==> config.mk <==
export PLATFORM = sky130hd
export DESIGN_NAME = bus_arbiter
export DESIGN_NICKNAME = d
export VERILOG_FILES = /design/src/rtl/bus_arbiter.sv
export SDC_FILE = /design/constraint.sdc
export NUM_CORES = 1
export LEC_CHECK = 0
export BUFFER_PORTS_ARGS = -buffer_cell sky130_fd_sc_hd__buf_2
export CORE_MARGIN = 2
export CORE_UTILIZATION = 45
export CTS_BUF_LIST = sky130_fd_sc_hd__clkbuf_8
export CTS_CLUSTER_DIAMETER = 200
export DETAILED_ROUTE_END_ITERATION = 8
export GPL_TIMING_DRIVEN = 0
export PLACE_DENSITY = 0.82
export SLEW_MARGIN = 20
export SYNTH_ARGS = -nofsm -noshare
export SYNTH_HDL_FRONTEND = slang
export SYNTH_SLANG_ARGS = --single-unit
==> constraint.sdc <==
create_clock -name clk -period 5 [get_ports clk]
set_clock_uncertainty 0.1 [all_clocks]
set_input_delay 0.75 -clock clk [delete_from_list [all_inputs] [get_ports clk]]
set_output_delay 0.75 -clock clk [all_outputs]
set_load 0.05 [all_outputs]
==> src/rtl/bus_arbiter.sv <==
// bus_arbiter
//   Round-robin owner selection for the shared memory-side buses (address,
//   data, result and the rd/wr strobes). Master 0 is the CPU and the rest
//   are auxiliary masters such as DMA engines or a debug port.
//
//   The registered one-hot grant also acts as each master's tri-state enable.
//   A dead turnaround cycle separates consecutive owners, so two drivers
//   never overlap on the bus.
//
// Ports
//   clk        system clock, rising edge
//   rst        asynchronous active-high reset
//   req        per-master request, held high until the master is finished
//   lock       owner's bit high prevents preemption
//   master_rd  per-master read strobe
//   master_wr  per-master write strobe
//   gnt        registered one-hot grant / bus output enable
//   gnt_id     index of the owner, valid while gnt_valid is high
//   gnt_valid  some master owns the bus
//   mem_rd     owner's read strobe routed to the memory port
//   mem_wr     owner's write strobe routed to the memory port
//   err        sticky protocol-error flag
module bus_arbiter #(
  parameter int N_MASTERS = 4,
  parameter int MAX_HOLD  = 16
) (
  input  logic                         clk,
  input  logic                         rst,
  input  logic [N_MASTERS-1:0]         req,
  input  logic [N_MASTERS-1:0]         lock,
  input  logic [N_MASTERS-1:0]         master_rd,
  input  logic [N_MASTERS-1:0]         master_wr,
  output logic [N_MASTERS-1:0]         gnt,
  output logic [$clog2(N_MASTERS)-1:0] gnt_id,
  output logic                         gnt_valid,
  output logic                         mem_rd,
  output logic                         mem_wr,
  output logic                         err
);

  localparam int ID_W  = $clog2(N_MASTERS);
  localparam int CNT_W = $clog2(MAX_HOLD) + 1;
  localparam logic [CNT_W-1:0] CNT_MAX    = '1;
  localparam logic [CNT_W-1:0] PREEMPT_AT = CNT_W'(MAX_HOLD - 1);

  typedef enum logic [1:0] {IDLE, GRANT, TURN} state_t;

  state_t           state;
  logic [ID_W-1:0]  last;
  logic [CNT_W-1:0] hold_cnt;

  logic             win_found;
  logic [ID_W-1:0]  win_id;
  logic             owner_req;
  logic             owner_lock;
  logic             others_req;
  logic             collision;
  logic             stray;

  // Round-robin scan starting just after the previous owner. The previous
  // owner is visited last, which makes it the lowest-priority candidate.
  always_comb begin
    win_found = 1'b0;
    win_id    = '0;
    for (int i = 1; i <= N_MASTERS; i++) begin
      if (!win_found && req[(int'(last) + i) % N_MASTERS]) begin
        win_found = 1'b1;
        win_id    = ID_W'((int'(last) + i) % N_MASTERS);
      end
    end
  end

  // gnt is zero outside GRANT, so every masked term below is automatically
  // inactive when nobody owns the bus.
  always_comb begin
    owner_req  = req[gnt_id];
    owner_lock = lock[gnt_id];
    others_req = |(req & ~gnt);
    collision  = |(gnt & master_rd & master_wr);
    stray      = |((master_rd | master_wr) & ~gnt);
    mem_rd     = |(gnt & master_rd) & ~collision;
    mem_wr     = |(gnt & master_wr) & ~collision;
  end

  always_ff @(posedge clk or posedge rst) begin
    if (rst) begin
      state     <= IDLE;
      gnt       <= '0;
      gnt_id    <= '0;
      gnt_valid <= 1'b0;
      err       <= 1'b0;
      last      <= ID_W'(N_MASTERS - 1);
      hold_cnt  <= '0;
    end else begin
      if (collision || stray) begin
        err <= 1'b1;
      end
      case (state)
        IDLE, TURN: begin
          if (win_found) begin
            state     <= GRANT;
            gnt       <= N_MASTERS'(1) << win_id;
            gnt_id    <= win_id;
            gnt_valid <= 1'b1;
            hold_cnt  <= '0;
          end else begin
            state <= IDLE;
          end
        end
        GRANT: begin
          if (hold_cnt != CNT_MAX) begin
            hold_cnt <= hold_cnt + CNT_W'(1);
          end
          // The counter reads MAX_HOLD-1 on the MAX_HOLD-th edge after the
          // grant edge, so an unlocked owner keeps the bus exactly MAX_HOLD
          // cycles. A dropped request always releases, whatever lock says.
          if (!owner_req ||
              (hold_cnt >= PREEMPT_AT && !owner_lock && others_req)) begin
            state     <= TURN;
            gnt       <= '0;
            gnt_valid <= 1'b0;
            last      <= gnt_id;
          end
        end
        default: begin
          state <= IDLE;
        end
      endcase
    end
  end

endmodule

==> results of run 1 <==
-- report_power, final --
group | leakage (nW) | switching [mW] | internal, mW
combinational | 0.363 | 0.261 | 0.142
clock | 0.0255 | 0.0469 | 0.0554
sequential | 0.210 | 0.0670 | 0.194
total | 0.598 | 0.375 | 0.392
-- worst max-delay path by stage --
stage / cells after the start / start / slack, ns / to
3_3_place_gp: 7 / lock[3] / 2.63 / last[1]
6_report: 5 / master_wr[3] / 2.64 / mem_rd
5_1_grt: 5 / master_rd[1] / 2.55 / mem_rd
2_1_floorplan: 3 / master_wr[1] / 2.42 / mem_rd
3_5_place_dp: 7 / lock[3] / 2.62 / last[1]
4_1_cts: 5 / master_wr[3] / 2.64 / mem_rd
-- metal layers --
| layer | global-route usage (%) | up-vias | part of all wire (%) |
|---|---|---|---|
| met3 | 2.59 | 7 | 6.9 |
| met2 | 33.8 | 42 | 45 |
| li1 | - | 471 | - |
| met5 | 0 | - | 0 |
| met1 | 24.6 | 473 | 46 |
| met4 | 7.89 | 0 | 1.8 |
-- cells by family after synthesis --
logic type	count (synthesis)	share of synthesized area [%]
simple gates	46	22.3
compound gates	31	20.7
flops	17	41.6
buf+inv	8	3.04
mux	5	7.91
fa+ha+maj	3	3.65
xor+xnor	1	0.852
-- critical path: stages --
cell and delay (ns):
buf_2 0.11, nand3_1 0.09, nand4_1 0.14, a21oi_1 0.15, buf_2 0.28
-- cell usage in the layout, fill, tap and decap left out, types with 2 or more instances in the layout --
master    count
o22ai_1       5
mux4_2        2
buf_2        27
clkinv_2      2
ha_1          3
a21o_1        3
nand2_1      10
a32o_1        3
a22oi_1       4
o21ai_0       5
dfrtp_1      15
a21oi_1       4
nand3_1       8
nor2_1       11
nand2b_1      9
clkbuf_1      2
clkbuf_8      3
inv_1         5
dfstp_2       2
-- stage by stage --
| stage | std cells | hold WS (ns) |
|---|---|---|
| after floorplan | 111 | 0.403 |
| after global placement | 166 | 0.371 |
| after detailed placement | 166 | 0.368 |
| after CTS | 170 | 0.386 |
| after global routing | 170 | 0.411 |
| final | 170 | 0.395 |
-- area by class of cell --
type                    count  area (um2)  share of cell area (%)
flip-flops and latches     17         428                    34.4
multi-input cells          86         569                    45.7
repair buffers             27         135                    10.9
clock buffers               3        41.3                    3.32
clock inverters             1        5.00                   0.402
plain buffers               2        7.51                   0.603
inverters                   6        23.8                    1.91
well taps                  28        35.0                    2.81
-- flip-flops by register name, indices dropped and copies added, names as in the netlist --
signal,cells
err,1
gnt,4
gnt_id,2
gnt_valid,1
hold_cnt,5
last,2
state,2
==> results.json, run 1 <==
{
  "cts_sinks": 17,
  "final-hold-violation-count": 0,
  "power_leakage_nw": 0.598,
  "cp_max_fo": 3,
  "stdcell_area_mm2": 0.00124,
  "finalSetupTns_ns": 0,
  "antenna_found_initial": 0,
  "ys_seq_area_share_pct": 41.6,
  "die_w_um": 51.8,
  "finalPower_mw": 0.767,
  "ant_nets": 0,
  "drive_gt1_share_pct": 28.9,
  "wire_per_inst_um": 14.0,
  "grt_pass1_vias": 931,
  "firstDrtPassIters": 4,
  "core_area_mm2": 0.00219,
  "io_buffers": 27,
  "syn_area_mm2": 0.00103,
  "grt_usage_pct": 19.6,
  "synth_seq_cells": 17,
  "setup_violations": 0,
  "ir_worst_vdd_v": 0.000343,
  "synthFlopType": "dfrtp_1",
  "synth_cell_types": 36,
  "cp.required_ns": 4.15,
  "synth_nets": 132,
  "netlist_top_cells_area": "dfrtp_1 36%, nand2b_1 5.5%, dfstp_2 5.1%, mux4_2 4.4%, nor2_1 4.0%",
  "post_cts.repair.setup_buffers": 0,
  "crit_arrival_ns": 1.51,
  "status": "finished clean",
  "synth_enable_flop_cells": 0,
  "h-tree-depth": 1,
  "rsz0062_at_grt": "no",
  "clk_pin_slew_ns": 0.06,
  "postRouteWirelength_mm": 2.37,
  "netlist_instances": 111,
  "grt-ovfl-total": 0,
  "hp-class": "reg -> reg",
  "worstReg2RegEnd": "last[1]",
  "viasPerCell": 5.84,
  "grt_pass1_wl_mm": 3.96,
  "worstSkewPairLatency_ns": 0.26,
  "period_needed_ns": 2.36,
  "drtIter0Drc": 41,
  "start_kind": "input pin",
  "layout_setup_ws_ns": 2.64,
  "finalMaxSlewViolations": 0,
  "rr_worst_depth": 8,
  "yosysTopAreaCell": "dfrtp_1",
  "yosys_warnings": 0,
  "period_share_pct": 47.2,
  "cts_tree": "done",
  "synth_top_area_share_pct": 36.5,
  "die_area_mm2": 0.00268,
  "synthTopCellsByCount": "15 x dfrtp_1, 11 x nor2_1, 10 x nand2_1",
  "r2r-start": "hold_cnt[0]",
  "hold_depth": 1,
  "clockBufferDepth": 2,
  "dpl_cell_area_mm2": 0.00120,
  "cts_hold_repair.buffers": 0,
  "cts_buffers": 3,
  "place_ws_ns": 2.62,
  "drv_cap": 0,
  "ios": 28,
  "die_h_um": 51.8,
  "ys_async_sr_fraction_pct": 100,
  "grt_max_degree": 18,
  "syn_avg_cell_area_um2": 9.27,
  "drc": 0,
  "dp_hpwl_mm": 1.80,
  "hold_end": "err",
  "reg2reg_slack_ns": 2.87,
  "nets": 164,
  "place_congestion": 0.803,
  "criticalPathCategory": "in -> out",
  "rows": 17,
  "min_from": "err",
  "vias": 993,
  "start_util_pct": 46.9,
  "cts-root-buf": "clkbuf_8",
  "p_per_area_mw_per_mm2": 616,
  "max_slew_margin_pct": 57.5,
  "finish.utilization_pct": 56.8,
  "tightest_slew_ns": 0.636,
  "synth.most_common_cell": "dfrtp_1",
  "timing.fmax_ghz": 0.424,
  "cts_resized": 0,
  "end_kind": "output pin",
  "diodes": 0,
  "fillers": 189,
  "syn_to_final_growth_pct": 21.0
}
(Power assumes the default switching activity.)
==> run 2, diff against run 1 <==
- PLACE_DENSITY: 0.82 -> 0.85
- clock period: 5 -> 2.07 ns (I/O delays scaled with it)
==> run 2 against run 1 <==
Net effect:
- sequential power grew 140%
- die area is the same
- sequential cell count is the same
- critical path depth grew 1
- wire length shrank 1.8%
- hold slack lost 0.35 ns
- register-to-register slack lost 2.8 ns
- clock-buffer cell count is the same
- critical path type is now reg -> reg
- highest routed layer unchanged
==> results.json, run 2 (synthesis gave the netlist of run 1 again) <==
{
  "cp.required_ns": 2.15,
  "start_util_pct": 46.9,
  "place_inst": 166,
  "p_per_area_mw_per_mm2": 1470,
  "core_area_mm2": 0.00219,
  "grt-ovfl-total": 0,
  "period_share_pct": 96.3,
  "place_congestion": 0.806,
  "postRouteWirelength_mm": 2.33,
  "dp_hpwl_mm": 1.75,
  "drv_cap": 0,
  "final_cell_mix": "27 x buf_2, 14 x dfrtp_1, 11 x nor2_1",
  "die_w_um": 51.8,
  "drc": 0,
  "antenna_found_initial": 0,
  "fillers": 197,
  "start_kind": "flip-flop",
  "cts_tree": "done",
  "place_ws_ns": -0.0737,
  "drive_gt1_share_pct": 31.7,
  "largest_register_ffs": 5,
  "crit_path_top_delay_cell": "mux4_2",
  "cts_hold_repair.buffers": 0,
  "grt_pass1_vias": 883,
  "setup_violations": 0,
  "drtIter0Drc": 22,
  "reg.largest.list": "hold_cnt: 5 flops, gnt: 4 flops",
  "syn_to_final_growth_pct": 23.1,
  "busiest_layer": "met2",
  "finalPower_mw": 1.87,
  "layout_commonest_cell": "buf_2",
  "ant_nets": 0,
  "timing.fmax_ghz": 0.502,
  "cts_sinks": 17,
  "firstDrtPassIters": 4,
  "die_area_mm2": 0.00268,
  "max_slew_margin_pct": 55.8,
  "viasPerCell": 5.68,
  "rsz0062_at_grt": "no",
  "power_leakage_nw": 0.603,
  "crit_arrival_ns": 2.07,
  "grt_pass1_wl_mm": 3.84,
  "clk_pin_slew_ns": 0.07,
  "path_delay_family": "multiplexers",
  "finalMaxSlewViolations": 0,
  "criticalPathCategory": "reg -> reg",
  "cts-root-buf": "clkbuf_8",
  "max_stage_delay_ns": 0.52,
  "met1_usage_pct": 25.4,
  "grt_usage_pct": 19.2,
  "layout_setup_ws_ns": 0.0766,
  "worstSkewPairLatency_ns": 0.25,
  "fin_cells": 170,
  "tightest_slew_ns": 0.663,
  "vias": 965,
  "clockBufferDepth": 2,
  "rows": 17,
  "largest-register": "hold_cnt",
  "final-hold-violation-count": 0,
  "end_kind": "flip-flop",
  "grt_max_degree": 18,
  "grt_use_met2_pct": 32.5,
  "period_needed_ns": 1.99,
  "nets": 164,
  "cts_buffers": 3,
  "path_buf_inv": 1,
  "ios": 28,
  "ir_worst_vdd_v": 0.000765,
  "die_h_um": 51.8,
  "wire_per_inst_um": 13.7,
  "io_buffers": 27,
  "worstPathCellList": "mux4_2 -> a41o_1 -> o21ai_2 -> nand2_2 -> inv_4 -> mux2_4",
  "grtUsageMet3_pct": 1.72,
  "status": "finished clean",
  "h-tree-depth": 1,
  "diodes": 0,
  "cp_max_fo": 6,
  "hp-class": "in -> async"
}
==> run 2: cell type report <==
cell class                      instances  area, um2  share of cell area, %
Tap cell                               28       35.0                   2.77
Timing Repair Buffer                   27        135                   10.7
Clock inverter                          1       5.00                  0.395
Buffer                                  2       7.51                  0.593
Sequential cell                        17        429                   33.9
Multi-Input combinational cell         86        588                   46.4
Inverter                                6       25.0                   1.98
Clock buffer                            3       41.3                   3.26
==> run 2: path summary, 6_finish.rpt <==
check | start | to | slack, ns | cells past startpoint
max in group asynchronous | rst | gnt_id[0] | 1.36 | 2
min reg2reg | err | err | 0.39 | 1
min in group clk | master_wr[2] | err | 0.35 | 4
max | gnt_id[0] | last[1] | 0.08 | 6
max reg2reg | gnt_id[0] | last[1] | 0.08 | 6
min | rst | gnt[1] | 0.04 | 2
==> run 2: where the power goes <==
group          total, mW  internal, mW  switching [mW]
sequential         0.629         0.471           0.158
combinational      0.991         0.350           0.641
clock              0.247         0.134           0.113
==> run 2: worst reg2reg max path: stages (launching register included) <==
cell,delay [ns]
dfrtp_2,0.41
mux4_2,0.52
a41o_1,0.25
o21ai_2,0.14
nand2_2,0.10
inv_4,0.10
mux2_4,0.30
==> run 2: stage by stage <==
step	util [%]	hold WS, ns	TNS [ns]	instance area, um2
2_1_floorplan	-	0.135	0	1040
3_3_place_gp	55.1	0.312	-0.0365	1210
3_5_place_dp	55.1	0.331	-0.0737	1210
4_1_cts	57.5	0.0548	0	1260
5_1_grt	57.8	0.114	0	1270
6_report	57.8	0.0415	0	1270
==> run 2: timing repair <==
| action | in CTS | in global routing |
|---|---|---|
| resized for setup | 1 | 2 |
| setup endpoints to repair | 1 | 1 |
| setup buffers | 0 | 0 |
| pin swaps | 0 | 1 |
==> run 2: metal layers <==
layer  vias up  share of wire (%)
met2        34                 47
li1        469                  -
met3         5                5.4
met5         -                  0
met1       457                 46
met4         0                1.5
==> run 3, diff against run 2 <==
- BUFFER_PORTS_ARGS: -buffer_cell sky130_fd_sc_hd__buf_2 -> not set
- DONT_BUFFER_PORTS: not set -> 1
- PLACE_DENSITY: 0.85 -> 0.67
==> run 3 against run 2 <==
Net effect:
- the run now ends with negative setup slack left
- non-clock buffer count fell by 23
- clock-buffer cell count did not move
- hold slack improved by 0.20 ns
- fmax fell by 6.2%
- die area did not move
- clock power fell by 2%
- setup slack got worse by 0.13 ns
- wire length fell by 3.3%
- sequential power rose by 36%
- final cell count fell by 14%
- core utilization fell by 3.8 points
- global-route usage fell by 2.1 points
- critical endpoint unchanged
- largest power group is now sequential cells
==> results.json, run 3 (synthesis gave the netlist of run 1 again) <==
{
  "drtIter0Drc": 27,
  "rows": 17,
  "timing.fmax_ghz": 0.471,
  "wire_per_inst_um": 15.3,
  "postRouteWirelength_mm": 2.26,
  "fillers": 216,
  "cts-root-buf": "clkbuf_8",
  "finalMaxSlewViolations": 0,
  "max_stage_delay_ns": 0.56,
  "grt_pass1_vias": 816,
  "viasPerCell": 6.15,
  "finish.utilization_pct": 54.0,
  "crit_path_top_delay_cell": "dfrtp_4",
  "cts_buffers": 3,
  "drc": 0,
  "multi_input_area_um2": 597,
  "antenna_found_initial": 0,
  "period_share_pct": 103,
  "final_cell_mix": "11 x nor2_1, 10 x nand2_1, 9 x nand2b_1, 9 x dfrtp_1, 8 x nand3_1",
  "diodes": 0,
  "die_area_mm2": 0.00268,
  "violations": "negative setup slack",
  "worstPathCellList": "mux4_2 -> a41o_1 -> o21ai_2 -> nand2_2 -> clkinv_4 -> mux2_4",
  "drive_gt1_share_pct": 21.8,
  "clockBufferDepth": 2,
  "stdcell_area_mm2": 0.00118,
  "drv_cap": 0,
  "tightest_slew_ns": 0.650,
  "io_buffers": 0,
  "place_congestion": 0.776,
  "firstDrtPassIters": 4,
  "final-hold-violation-count": 0,
  "end_kind": "flip-flop",
  "p_per_area_mw_per_mm2": 1580,
  "vias": 904,
  "regArea_um2": 438,
  "nets": 141,
  "clk_pin_slew_ns": 0.07,
  "grt_usage_pct": 17.2,
  "setup_violations": 5,
  "grt_pass1_wl_mm": 3.45,
  "power_leakage_nw": 0.501,
  "dp_hpwl_mm": 1.65,
  "worstSkewPairLatency_ns": 0.25,
  "syn_to_final_growth_pct": 15.1,
  "criticalPathCategory": "reg -> reg",
  "cts_tree": "done",
  "grt-ovfl-total": 0,
  "cp.required_ns": 2.14,
  "fin_cells": 147,
  "crit_arrival_ns": 2.20,
  "core_area_mm2": 0.00219,
  "period_needed_ns": 2.13,
  "layout_setup_ws_ns": -0.0550,
  "reg.largest.list": "hold_cnt: 5 flops, gnt: 4 flops",
  "cts_sinks": 17,
  "max_slew_margin_pct": 56.6,
  "dpl_cell_area_mm2": 0.00107,
  "ant_nets": 0,
  "grt_max_degree": 18,
  "hp-class": "in -> reg",
  "start_util_pct": 46.9,
  "rsz0062_at_grt": "yes",
  "cp_max_fo": 5,
  "ios": 28,
  "place_inst": 139,
  "largest-register": "hold_cnt",
  "status": "finished, violations left",
  "place_ws_ns": -0.163,
  "start_kind": "flip-flop",
  "die_h_um": 51.8,
  "layout_commonest_cell": "nor2_1",
  "largest_register_ffs": 5,
  "die_w_um": 51.8,
  "h-tree-depth": 1,
  "ir_worst_vdd_v": 0.000735,
  "whs_ns": 0.242
}
run 3: metrics by stage:
| stage | TNS (ns) | total power, mW |
|---|---|---|
| 4_1_cts | -0.426 | 1.84 |
| 5_1_grt | -0.347 | 1.98 |
| 3_3_place_gp | -0.214 | 1.51 |
| 6_report | -0.115 | 1.87 |
| 2_1_floorplan | 0 | 1.38 |
| 3_5_place_dp | -0.226 | 1.53 |
run 3: final timing paths:
kind                                    from     endpoint  slack, ns  cells after the start
worst max-delay path               gnt_id[0]      last[1]      -0.06                      6
worst min-delay path            master_wr[3]          err       0.24                      3
worst max register to register     gnt_id[0]      last[1]      -0.06                      6
worst min register to register   hold_cnt[0]  hold_cnt[0]       0.45                      1
max in group asynchronous                rst    gnt_id[0]       0.90                      2
min in group asynchronous                rst    gnt_valid       0.49                      2
run 3: critical path: cells and delay by family (launching register included):
| family | cells | cell delay, ns |
|---|---|---|
| buffers and inverters | 1 | 0.07 |
| AND/OR/NAND/NOR | 1 | 0.11 |
| flip-flops | 1 | 0.56 |
| multiplexers | 2 | 0.81 |
| AO/OA/AOI/OAI | 2 | 0.41 |
run 3: final cells by class:
type	instances	area share [%]
multi-input cells	86	50.4
flip-flops and latches	17	37.0
clock buffers	3	3.49
well taps	28	2.96
repair buffers	4	2.75
inverters	6	2.33
plain buffers	2	0.634
clock inverters	1	0.423
run 3: report_power, final:
| group | internal, mW | switching [mW] | total [mW] |
|---|---|---|---|
| Clock | 0.133 | 0.109 | 0.242 |
| Sequential | 0.481 | 0.375 | 0.856 |
| Combinational | 0.340 | 0.431 | 0.771 |
| Total | 0.954 | 0.915 | 1.87 |
run 3: repair_timing:
item | in CTS | in global routing
hold buffers | 1 | 0
resized for setup | 6 | 4
pin swaps | 3 | 2
buffers inserted | 2 | 1
setup endpoints to repair | 7 | 9
endpoints found under the hold margin | 15 | 0
run 3: metal layers:
layer | track usage (%) | up-vias | wire, um
li1 | - | 422 | -
met2 | 28.2 | 31 | 1070
met3 | 2.01 | 6 | 144
met1 | 22.6 | 445 | 1010
met4 | 7.89 | 0 | 29
met5 | 0 | - | 0
